===== config.mk =====
export PLATFORM = sky130hd
export DESIGN_NAME = decoder_stream
export DESIGN_NICKNAME = d
export VERILOG_FILES = /design/src/rtl/decoder_pkg.sv /design/src/rtl/decoder_skid_buf.sv /design/src/rtl/decoder_stream.sv
export SDC_FILE = /design/constraint.sdc
export NUM_CORES = 1
export LEC_CHECK = 0
export CORE_ASPECT_RATIO = 1.75
export CORE_MARGIN = 1.5
export CORE_UTILIZATION = 30
export DETAILED_ROUTE_END_ITERATION = 6
export PLACE_DENSITY = 0.57
export SLEW_MARGIN = 20
export SYNTH_ARGS = -nofsm -noshare
export SYNTH_HDL_FRONTEND = slang
export SYNTH_SLANG_ARGS = --single-unit

===== constraint.sdc =====
create_clock -name clk -period 1.6 [get_ports clk]
set_input_delay 0.48 -clock clk [delete_from_list [all_inputs] [get_ports clk]]
set_output_delay 0.48 -clock clk [all_outputs]
set_load 0.1 [all_outputs]

===== src/rtl/decoder_pkg.sv =====
// Shared constants and the binary-to-one-hot decode helper for decoder_stream.
// Latency: n/a (package). Backpressure: n/a.
// Contents: FIFO_DEPTH, ERR_CNT_W, DEC_MAX_W, onehot_decode().
package decoder_pkg;

  localparam int FIFO_DEPTH = 2;
  localparam int ERR_CNT_W  = 8;
  // Widest one-hot word the helper can produce; callers slice what they need.
  localparam int DEC_MAX_W  = 256;

  // Returns {err, onehot[DEC_MAX_W-1:0]}. An out-of-range code yields err=1 and
  // an all-zero one-hot; otherwise exactly bit 'code' is set.
  function automatic logic [DEC_MAX_W:0] onehot_decode(input logic [31:0] code,
                                                       input logic [31:0] out_w);
    logic [DEC_MAX_W:0] v_res;
    v_res = '0;
    v_res[DEC_MAX_W] = (code >= out_w);
    for (int i = 0; i < DEC_MAX_W; i++) begin
      if ((code < out_w) && (code == 32'(i))) v_res[i] = 1'b1;
    end
    return v_res;
  endfunction

endpackage


===== src/rtl/decoder_skid_buf.sv =====
// Generic 2-entry valid/ready FIFO; head entry is always visible on o_out_dat.
// Latency: push at edge k shows at the output just after edge k when empty.
// Backpressure: i_in_rdy falls only when full; a pop re-opens it the next cycle.
// Ports: i_in_vld/o_in_rdy/i_in_dat (write side), o_out_vld/i_out_rdy/o_out_dat (read side).
module decoder_skid_buf
  import decoder_pkg::*;
#(
  parameter int DW = 9
) (
  input  logic          clk,
  input  logic          rst,
  input  logic          i_in_vld,
  output logic          o_in_rdy,
  input  logic [DW-1:0] i_in_dat,
  output logic          o_out_vld,
  input  logic          i_out_rdy,
  output logic [DW-1:0] o_out_dat
);

  logic [DW-1:0] r_mem [FIFO_DEPTH];
  logic          r_wr_ptr;
  logic          r_rd_ptr;
  logic [1:0]    r_count;
  logic          w_push;
  logic          w_pop;

  // Ready/valid decode only the count register, so no path from i_out_rdy to o_in_rdy.
  assign o_in_rdy  = (r_count != 2'(FIFO_DEPTH));
  assign o_out_vld = (r_count != 2'd0);
  assign w_push    = i_in_vld & o_in_rdy;
  assign w_pop     = o_out_vld & i_out_rdy;

  // Popped slots are cleared, so with the FIFO empty the head slot reads zero.
  assign o_out_dat = r_mem[r_rd_ptr];

  always_ff @(posedge clk or posedge rst) begin
    if (rst) begin
      for (int i = 0; i < FIFO_DEPTH; i++) r_mem[i] <= '0;
      r_wr_ptr <= 1'b0;
      r_rd_ptr <= 1'b0;
      r_count  <= 2'd0;
    end else begin
      // Push and pop never target the same slot: an empty FIFO cannot pop and
      // a full one cannot push, so the two writes below never collide.
      if (w_push) begin
        r_mem[r_wr_ptr] <= i_in_dat;
        r_wr_ptr        <= ~r_wr_ptr;
      end
      if (w_pop) begin
        r_mem[r_rd_ptr] <= '0;
        r_rd_ptr        <= ~r_rd_ptr;
      end
      case ({w_push, w_pop})
        2'b10:   r_count <= r_count + 2'd1;
        2'b01:   r_count <= r_count - 2'd1;
        default: r_count <= r_count;
      endcase
    end
  end

endmodule


===== src/rtl/decoder_stream.sv =====
// Streaming binary-to-one-hot decoder with a 2-entry buffer and error counting.
// Latency: a code pushed into an empty buffer at edge k is on out_* just after edge k.
// Backpressure: in_ready drops only with both entries held; 1 code/cycle when out_ready=1.
// Ports: in_valid/in_ready/in_code (codes in), out_valid/out_ready/out_onehot/out_err
// (decoded head), err_count (saturating count of accepted out-of-range codes).
module decoder_stream
  import decoder_pkg::*;
#(
  parameter int IN_W  = 3,
  parameter int OUT_W = 8   // legal: 2 <= OUT_W <= 2**IN_W
) (
  input  logic                 clk,
  input  logic                 rst,
  input  logic                 in_valid,
  output logic                 in_ready,
  input  logic [IN_W-1:0]      in_code,
  output logic                 out_valid,
  input  logic                 out_ready,
  output logic [OUT_W-1:0]     out_onehot,
  output logic                 out_err,
  output logic [ERR_CNT_W-1:0] err_count
);

  logic [DEC_MAX_W:0]   w_dec;
  logic [OUT_W:0]       w_push_dat;
  logic [OUT_W:0]       w_head_dat;
  logic                 w_push;
  logic [ERR_CNT_W-1:0] r_err_cnt;

  // Decode before buffering so each entry already holds {err, onehot}.
  assign w_dec      = onehot_decode(32'(in_code), 32'(OUT_W));
  assign w_push_dat = {w_dec[DEC_MAX_W], w_dec[OUT_W-1:0]};
  assign w_push     = in_valid & in_ready;

  generate
    if (OUT_W < DEC_MAX_W) begin : g_dec_sink
      // Bits above OUT_W are always zero for this instance.
      logic w_unused_dec;
      assign w_unused_dec = ^w_dec[DEC_MAX_W-1:OUT_W];
    end
  endgenerate

  decoder_skid_buf #(
    .DW (OUT_W + 1)
  ) u_buf (
    .clk       (clk),
    .rst       (rst),
    .i_in_vld  (in_valid),
    .o_in_rdy  (in_ready),
    .i_in_dat  (w_push_dat),
    .o_out_vld (out_valid),
    .i_out_rdy (out_ready),
    .o_out_dat (w_head_dat)
  );

  assign out_err    = w_head_dat[OUT_W];
  assign out_onehot = w_head_dat[OUT_W-1:0];

  always_ff @(posedge clk or posedge rst) begin
    if (rst) begin
      r_err_cnt <= '0;
    end else if (w_push && w_push_dat[OUT_W] && (r_err_cnt != {ERR_CNT_W{1'b1}})) begin
      r_err_cnt <= r_err_cnt + 1'b1;
    end
  end

  assign err_count = r_err_cnt;

endmodule


==> impl_metrics.prom <==
# TYPE chip_impl_metric gauge
chip_impl_metric{name="filler_cell_count",unit=""} 418
chip_impl_info{name="cp_cell_sequence",value="buf_6 -> mux2_4 -> buf_12"} 1
chip_impl_info{name="ctsRootBufferMaster",value="sky130_fd_sc_hd__clkbuf_8"} 1
chip_impl_info{name="failing_checks",value="negative setup slack"} 1
chip_impl_info{name="worstReg2RegEnd",value="u_buf.r_count[1]$_DFFE_PP0P_"} 1
chip_impl_metric{name="max_freq",unit="MHz"} 559.4
chip_impl_metric{name="crit_buf_inv",unit=""} 2
chip_impl_metric{name="detail_route.drc_violations",unit=""} 0
chip_impl_metric{name="timing.final.crit_share",unit="%"} 111.7
chip_impl_metric{name="clock-sinks",unit=""} 22
chip_impl_metric{name="num_vias",unit=""} 1007
chip_impl_info{name="crit_slowest_cell",value="sky130_fd_sc_hd__dfrtp_2"} 1
chip_impl_info{name="timing_worst_setup_path_type",value="flip-flop to primary output"} 1
chip_impl_metric{name="grt_use_total",unit="%"} 14.78
chip_impl_metric{name="syn_to_final_growth",unit="%"} 39.36
chip_impl_metric{name="synth_top_area_share",unit="%"} 41.63
chip_impl_info{name="class_of_the_tightest_hold_or_removal_check",value="flip-flop to flip-flop"} 1
chip_impl_metric{name="synth.yosys.seq_area_share",unit="%"} 41.63
chip_impl_metric{name="yosysWarningCount",unit=""} 0
chip_impl_metric{name="utilization",unit="%"} 44.00
chip_impl_metric{name="synth.area.mux_share",unit="%"} 7.663
chip_impl_metric{name="synthesis.instances",unit=""} 127
chip_impl_metric{name="synth_xor_area_share",unit="%"} 3.311
chip_impl_metric{name="post_drt_wl_per_cell",unit="um"} 15.35
chip_impl_info{name="netlist_top_cells_area",value="sky130_fd_sc_hd__dfrtp_1, sky130_fd_sc_hd__mux2_2, sky130_fd_sc_hd__nand3_2, sky130_fd_sc_hd__a21oi_2, sky130_fd_sc_hd__buf_4"} 1
chip_impl_metric{name="synth_area_per_cell",unit="um2"} 10.41
chip_impl_metric{name="floorplan.die_area",unit="um2"} 4832
chip_impl_metric{name="max_cap_viol_count",unit=""} 0
chip_impl_metric{name="holdBufCountCts",unit=""} 0
chip_impl_metric{name="fp.coreArea",unit="um2"} 4189
chip_impl_metric{name="post_route_wl",unit="um"} 3178
chip_impl_metric{name="post_place_instance_area",unit="um2"} 1680
chip_impl_metric{name="place.port_buffers",unit=""} 17
chip_impl_metric{name="grt_pass1_wl",unit="um"} 5278
chip_impl_info{name="final_common_cell",value="sky130_fd_sc_hd__dfrtp_1"} 1
chip_impl_info{name="crit_path_end",value="out_onehot[0]"} 1
chip_impl_metric{name="drv_slew",unit=""} 0
chip_impl_metric{name="synthSimpleGateAreaFrac",unit="%"} 18.92
chip_impl_metric{name="crit_path_max_fanout",unit=""} 5
chip_impl_metric{name="floorplan.die.width",unit="um"} 53.19
chip_impl_metric{name="r2r_setup_slack",unit="ns"} 0.09
chip_impl_metric{name="boundaryPins",unit=""} 26
chip_impl_info{name="cts_tree",value="yes"} 1
chip_impl_metric{name="cp.arrival",unit="ns"} 1.31
chip_impl_metric{name="finish.net_count",unit=""} 167
chip_impl_metric{name="finalSetupViolCount",unit=""} 9
chip_impl_metric{name="ff2ff_path_depth",unit=""} 7
chip_impl_metric{name="clk_path_buf_depth",unit=""} 2
chip_impl_info{name="busiest_layer",value="met2"} 1
chip_impl_metric{name="initial_utilization",unit="%"} 31.57
chip_impl_info{name="main_combinational_cell_family_by_area_after_synthesis",value="simple AND/OR/NAND/NOR gates"} 1
chip_impl_metric{name="drt_pre_antenna_iters",unit=""} 4
chip_impl_metric{name="count_of_cell_instances_traversed_by_the_critical_path",unit=""} 3
chip_impl_metric{name="worstSkewPairLatency",unit="ns"} 0.26
chip_impl_metric{name="cellLeakagePower",unit="nW"} 0.8045
chip_impl_info{name="grt_setup_unrepaired",value="yes"} 1
chip_impl_info{name="worst_setup_path_end_kind",value="primary output"} 1
chip_impl_metric{name="synth_compound_gate_area_share",unit="%"} 15.80
chip_impl_metric{name="critPathRequiredTime",unit="ns"} 1.12
chip_impl_metric{name="fin_crit",unit="ns"} 1.788
chip_impl_metric{name="drt-initial-drc-count",unit=""} 11
chip_impl_metric{name="clkSlewWorstSetupHoldPaths",unit="ns"} 0.08
chip_impl_metric{name="grt_pass1_vias",unit=""} 1085
chip_impl_info{name="origin_of_the_worst_setup_path",value="u_buf.r_rd_ptr$_DFFE_PP0N_"} 1
chip_impl_metric{name="global_route.overflow_total",unit=""} 0
chip_impl_metric{name="max_stage_delay",unit="ns"} 0.42
chip_impl_metric{name="grt_start_max_net_pins",unit=""} 23
chip_impl_info{name="final_cell_mix",value="sky130_fd_sc_hd__dfrtp_1, sky130_fd_sc_hd__buf_4, sky130_fd_sc_hd__buf_12"} 1
chip_impl_metric{name="final_hold_viol_count",unit=""} 0
chip_impl_info{name="synthDominantAreaCellType",value="sky130_fd_sc_hd__dfrtp_1"} 1
chip_impl_metric{name="grtUsageMet3",unit="%"} 0.4967
chip_impl_metric{name="clock_buffer_count_from_cts",unit=""} 3
chip_impl_metric{name="synthDistinctLibCells",unit=""} 34
chip_impl_metric{name="fp.dieH",unit="um"} 90.84
chip_impl_info{name="worst_r2r_startpoint",value="u_buf.r_count[0]$_DFFE_PP0P_"} 1
chip_impl_metric{name="dp_hpwl",unit="um"} 2184
chip_impl_metric{name="ys_seq_elements",unit=""} 22
chip_impl_metric{name="grt_use_met1",unit="%"} 16.86
chip_impl_metric{name="mappedNetlistArea",unit="um2"} 1323
chip_impl_info{name="start_kind",value="flip-flop"} 1
chip_impl_metric{name="post_route_cells_drive_above_1_share",unit="%"} 43.04
chip_impl_metric{name="power.density_cell_area",unit="nW/um2"} 1985
chip_impl_metric{name="ant_nets",unit=""} 0
chip_impl_metric{name="setup_slack",unit="ns"} -0.1875
chip_impl_metric{name="arithmetic_cell_share_of_the_synthesized_area_counting_full_adders_half_adders_and_majority_gates",unit="%"} 0.9461
chip_impl_metric{name="globalRouteMet2Util",unit="%"} 26.46
chip_impl_metric{name="vdd.ir_drop.worst",unit="mV"} 1.083
chip_impl_metric{name="finalWeightedCongestion",unit=""} 0.7588
chip_impl_info{name="status",value="finished with violations"} 1
chip_impl_metric{name="routed_via_density",unit=""} 4.865
chip_impl_metric{name="std_cell_rows",unit=""} 31
chip_impl_metric{name="finalClockSkew",unit="ns"} 0.005060
chip_impl_metric{name="antenna_violations_before_repair",unit=""} 0
chip_impl_metric{name="n_antenna_cell",unit=""} 0
chip_impl_metric{name="final_cell_area",unit="um2"} 1843
chip_impl_info{name="critical-path-top-delay-family",value="flip-flops"} 1
chip_impl_metric{name="clock_tree.htree_level_count",unit=""} 1
[Yosys cell counts]
cell	n
sky130_fd_sc_hd__nor2_1	2
sky130_fd_sc_hd__and2_1	1
sky130_fd_sc_hd__nand3_1	8
sky130_fd_sc_hd__o21ai_1	10
sky130_fd_sc_hd__and2_4	1
sky130_fd_sc_hd__xnor2_1	4
sky130_fd_sc_hd__a21oi_2	8
sky130_fd_sc_hd__o21ai_2	1
sky130_fd_sc_hd__and3b_1	3
sky130_fd_sc_hd__inv_8	1
sky130_fd_sc_hd__inv_2	1
sky130_fd_sc_hd__nor2_2	2
sky130_fd_sc_hd__buf_2	3
sky130_fd_sc_hd__nand2b_1	1
sky130_fd_sc_hd__nor3b_1	3
sky130_fd_sc_hd__buf_12	1
sky130_fd_sc_hd__nand3_2	8
sky130_fd_sc_hd__nor2b_1	1
sky130_fd_sc_hd__buf_8	1
sky130_fd_sc_hd__o21ai_0	8
sky130_fd_sc_hd__a21oi_1	8
sky130_fd_sc_hd__conb_1	1
sky130_fd_sc_hd__mux2_2	9
sky130_fd_sc_hd__nand2_1	2
sky130_fd_sc_hd__or2_2	1
sky130_fd_sc_hd__buf_6	2
sky130_fd_sc_hd__and3_1	1
sky130_fd_sc_hd__ha_1	1
sky130_fd_sc_hd__buf_4	8
sky130_fd_sc_hd__dfrtp_1	22
sky130_fd_sc_hd__nor3_1	1
sky130_fd_sc_hd__xor2_1	1
sky130_fd_sc_hd__inv_1	1
sky130_fd_sc_hd__nor2b_2	1
[worst register-to-register path: stages, from the launching register on]
cell	delay, ns
sky130_fd_sc_hd__dfrtp_2	0.43
sky130_fd_sc_hd__nor2b_4	0.20
sky130_fd_sc_hd__inv_8	0.05
sky130_fd_sc_hd__buf_4	0.13
sky130_fd_sc_hd__nand2_1	0.08
sky130_fd_sc_hd__ha_1	0.26
sky130_fd_sc_hd__nor2_1	0.13
sky130_fd_sc_hd__xor2_1	0.16
[power by group]
part | internal [W] | switching, W
Clock | 0.000334 | 0.000182
Sequential | 0.000703 | 0.000101
Combinational | 0.000921 | 0.00142
Total | 0.00196 | 0.00170
[metal layers]
metal,vias up,part of all wire (%)
met5,-,0
met4,0,1.5
met1,505,38
met3,2,1.3
li1,487,-
met2,13,59
[timing repair]
| action | in CTS | in global routing |
|---|---|---|
| pin swaps | 1 | 0 |
| setup endpoints to repair | 11 | 14 |
| gates resized for setup | 14 | 4 |
| hold endpoints to repair | 0 | 0 |
| gates cloned | 0 | 0 |
| setup buffers | 4 | 1 |
[how the worst min path moves through the flow]
stage | startpoint | endpoint | slack [ns] | cells past startpoint
2_1_floorplan | rst | u_buf.r_count[0]$_DFFE_PP0P_ | 0.47 | 1
3_3_place_gp | u_buf.r_mem[17]$_DFF_PP0_ | u_buf.r_mem[17]$_DFF_PP0_ | 0.49 | 2
3_5_place_dp | u_buf.r_mem[17]$_DFF_PP0_ | u_buf.r_mem[17]$_DFF_PP0_ | 0.51 | 2
4_1_cts | u_buf.r_mem[17]$_DFF_PP0_ | u_buf.r_mem[17]$_DFF_PP0_ | 0.54 | 2
5_1_grt | u_buf.r_mem[17]$_DFF_PP0_ | u_buf.r_mem[17]$_DFF_PP0_ | 0.57 | 2
6_report | u_buf.r_mem[17]$_DFF_PP0_ | u_buf.r_mem[17]$_DFF_PP0_ | 0.53 | 2
[through the flow]
step           setup TNS, ns  setup WS (ns)  power (W)  instances  hold WS, ns
2_1_floorplan       -0.08163       -0.01020   0.002323        134       0.4692
3_3_place_gp          -2.909        -0.1575   0.002897        198       0.4914
3_5_place_dp          -3.886        -0.2282   0.002937        198       0.5082
4_1_cts               -1.748        -0.2022   0.003659        206       0.5394
5_1_grt               -1.990        -0.2280   0.003825        207       0.5730
6_report              -1.632        -0.1875   0.003659        207       0.5316
[flip-flops by register name (all words and copies together) (netlist names)]
name            flops
u_buf.r_count       2
u_buf.r_wr_ptr      1
u_buf.r_mem        18
u_buf.r_rd_ptr      1
[cell type report]
| class | count | area, um2 | share of cell area [%] |
|---|---|---|---|
| multi-input cells | 94 | 688.2 | 37.34 |
| flip-flops and latches | 22 | 553.0 | 30.01 |
| repair buffers | 35 | 450.4 | 24.44 |
| clock buffers | 3 | 41.29 | 2.240 |
| clock inverters | 1 | 30.03 | 1.629 |
| inverters | 3 | 18.77 | 1.018 |
| well taps | 49 | 61.31 | 3.327 |
[cell families after synthesis]
logic type,Yosys count
AOI/OAI and AO/OA,35
xor gates and xnor gates,5
adders and majority gates,1
buffers and inverters,18
DFF,22
muxes,9
other,1
and+or+nand+nor,36
Power figures use the tool's default switching activity.
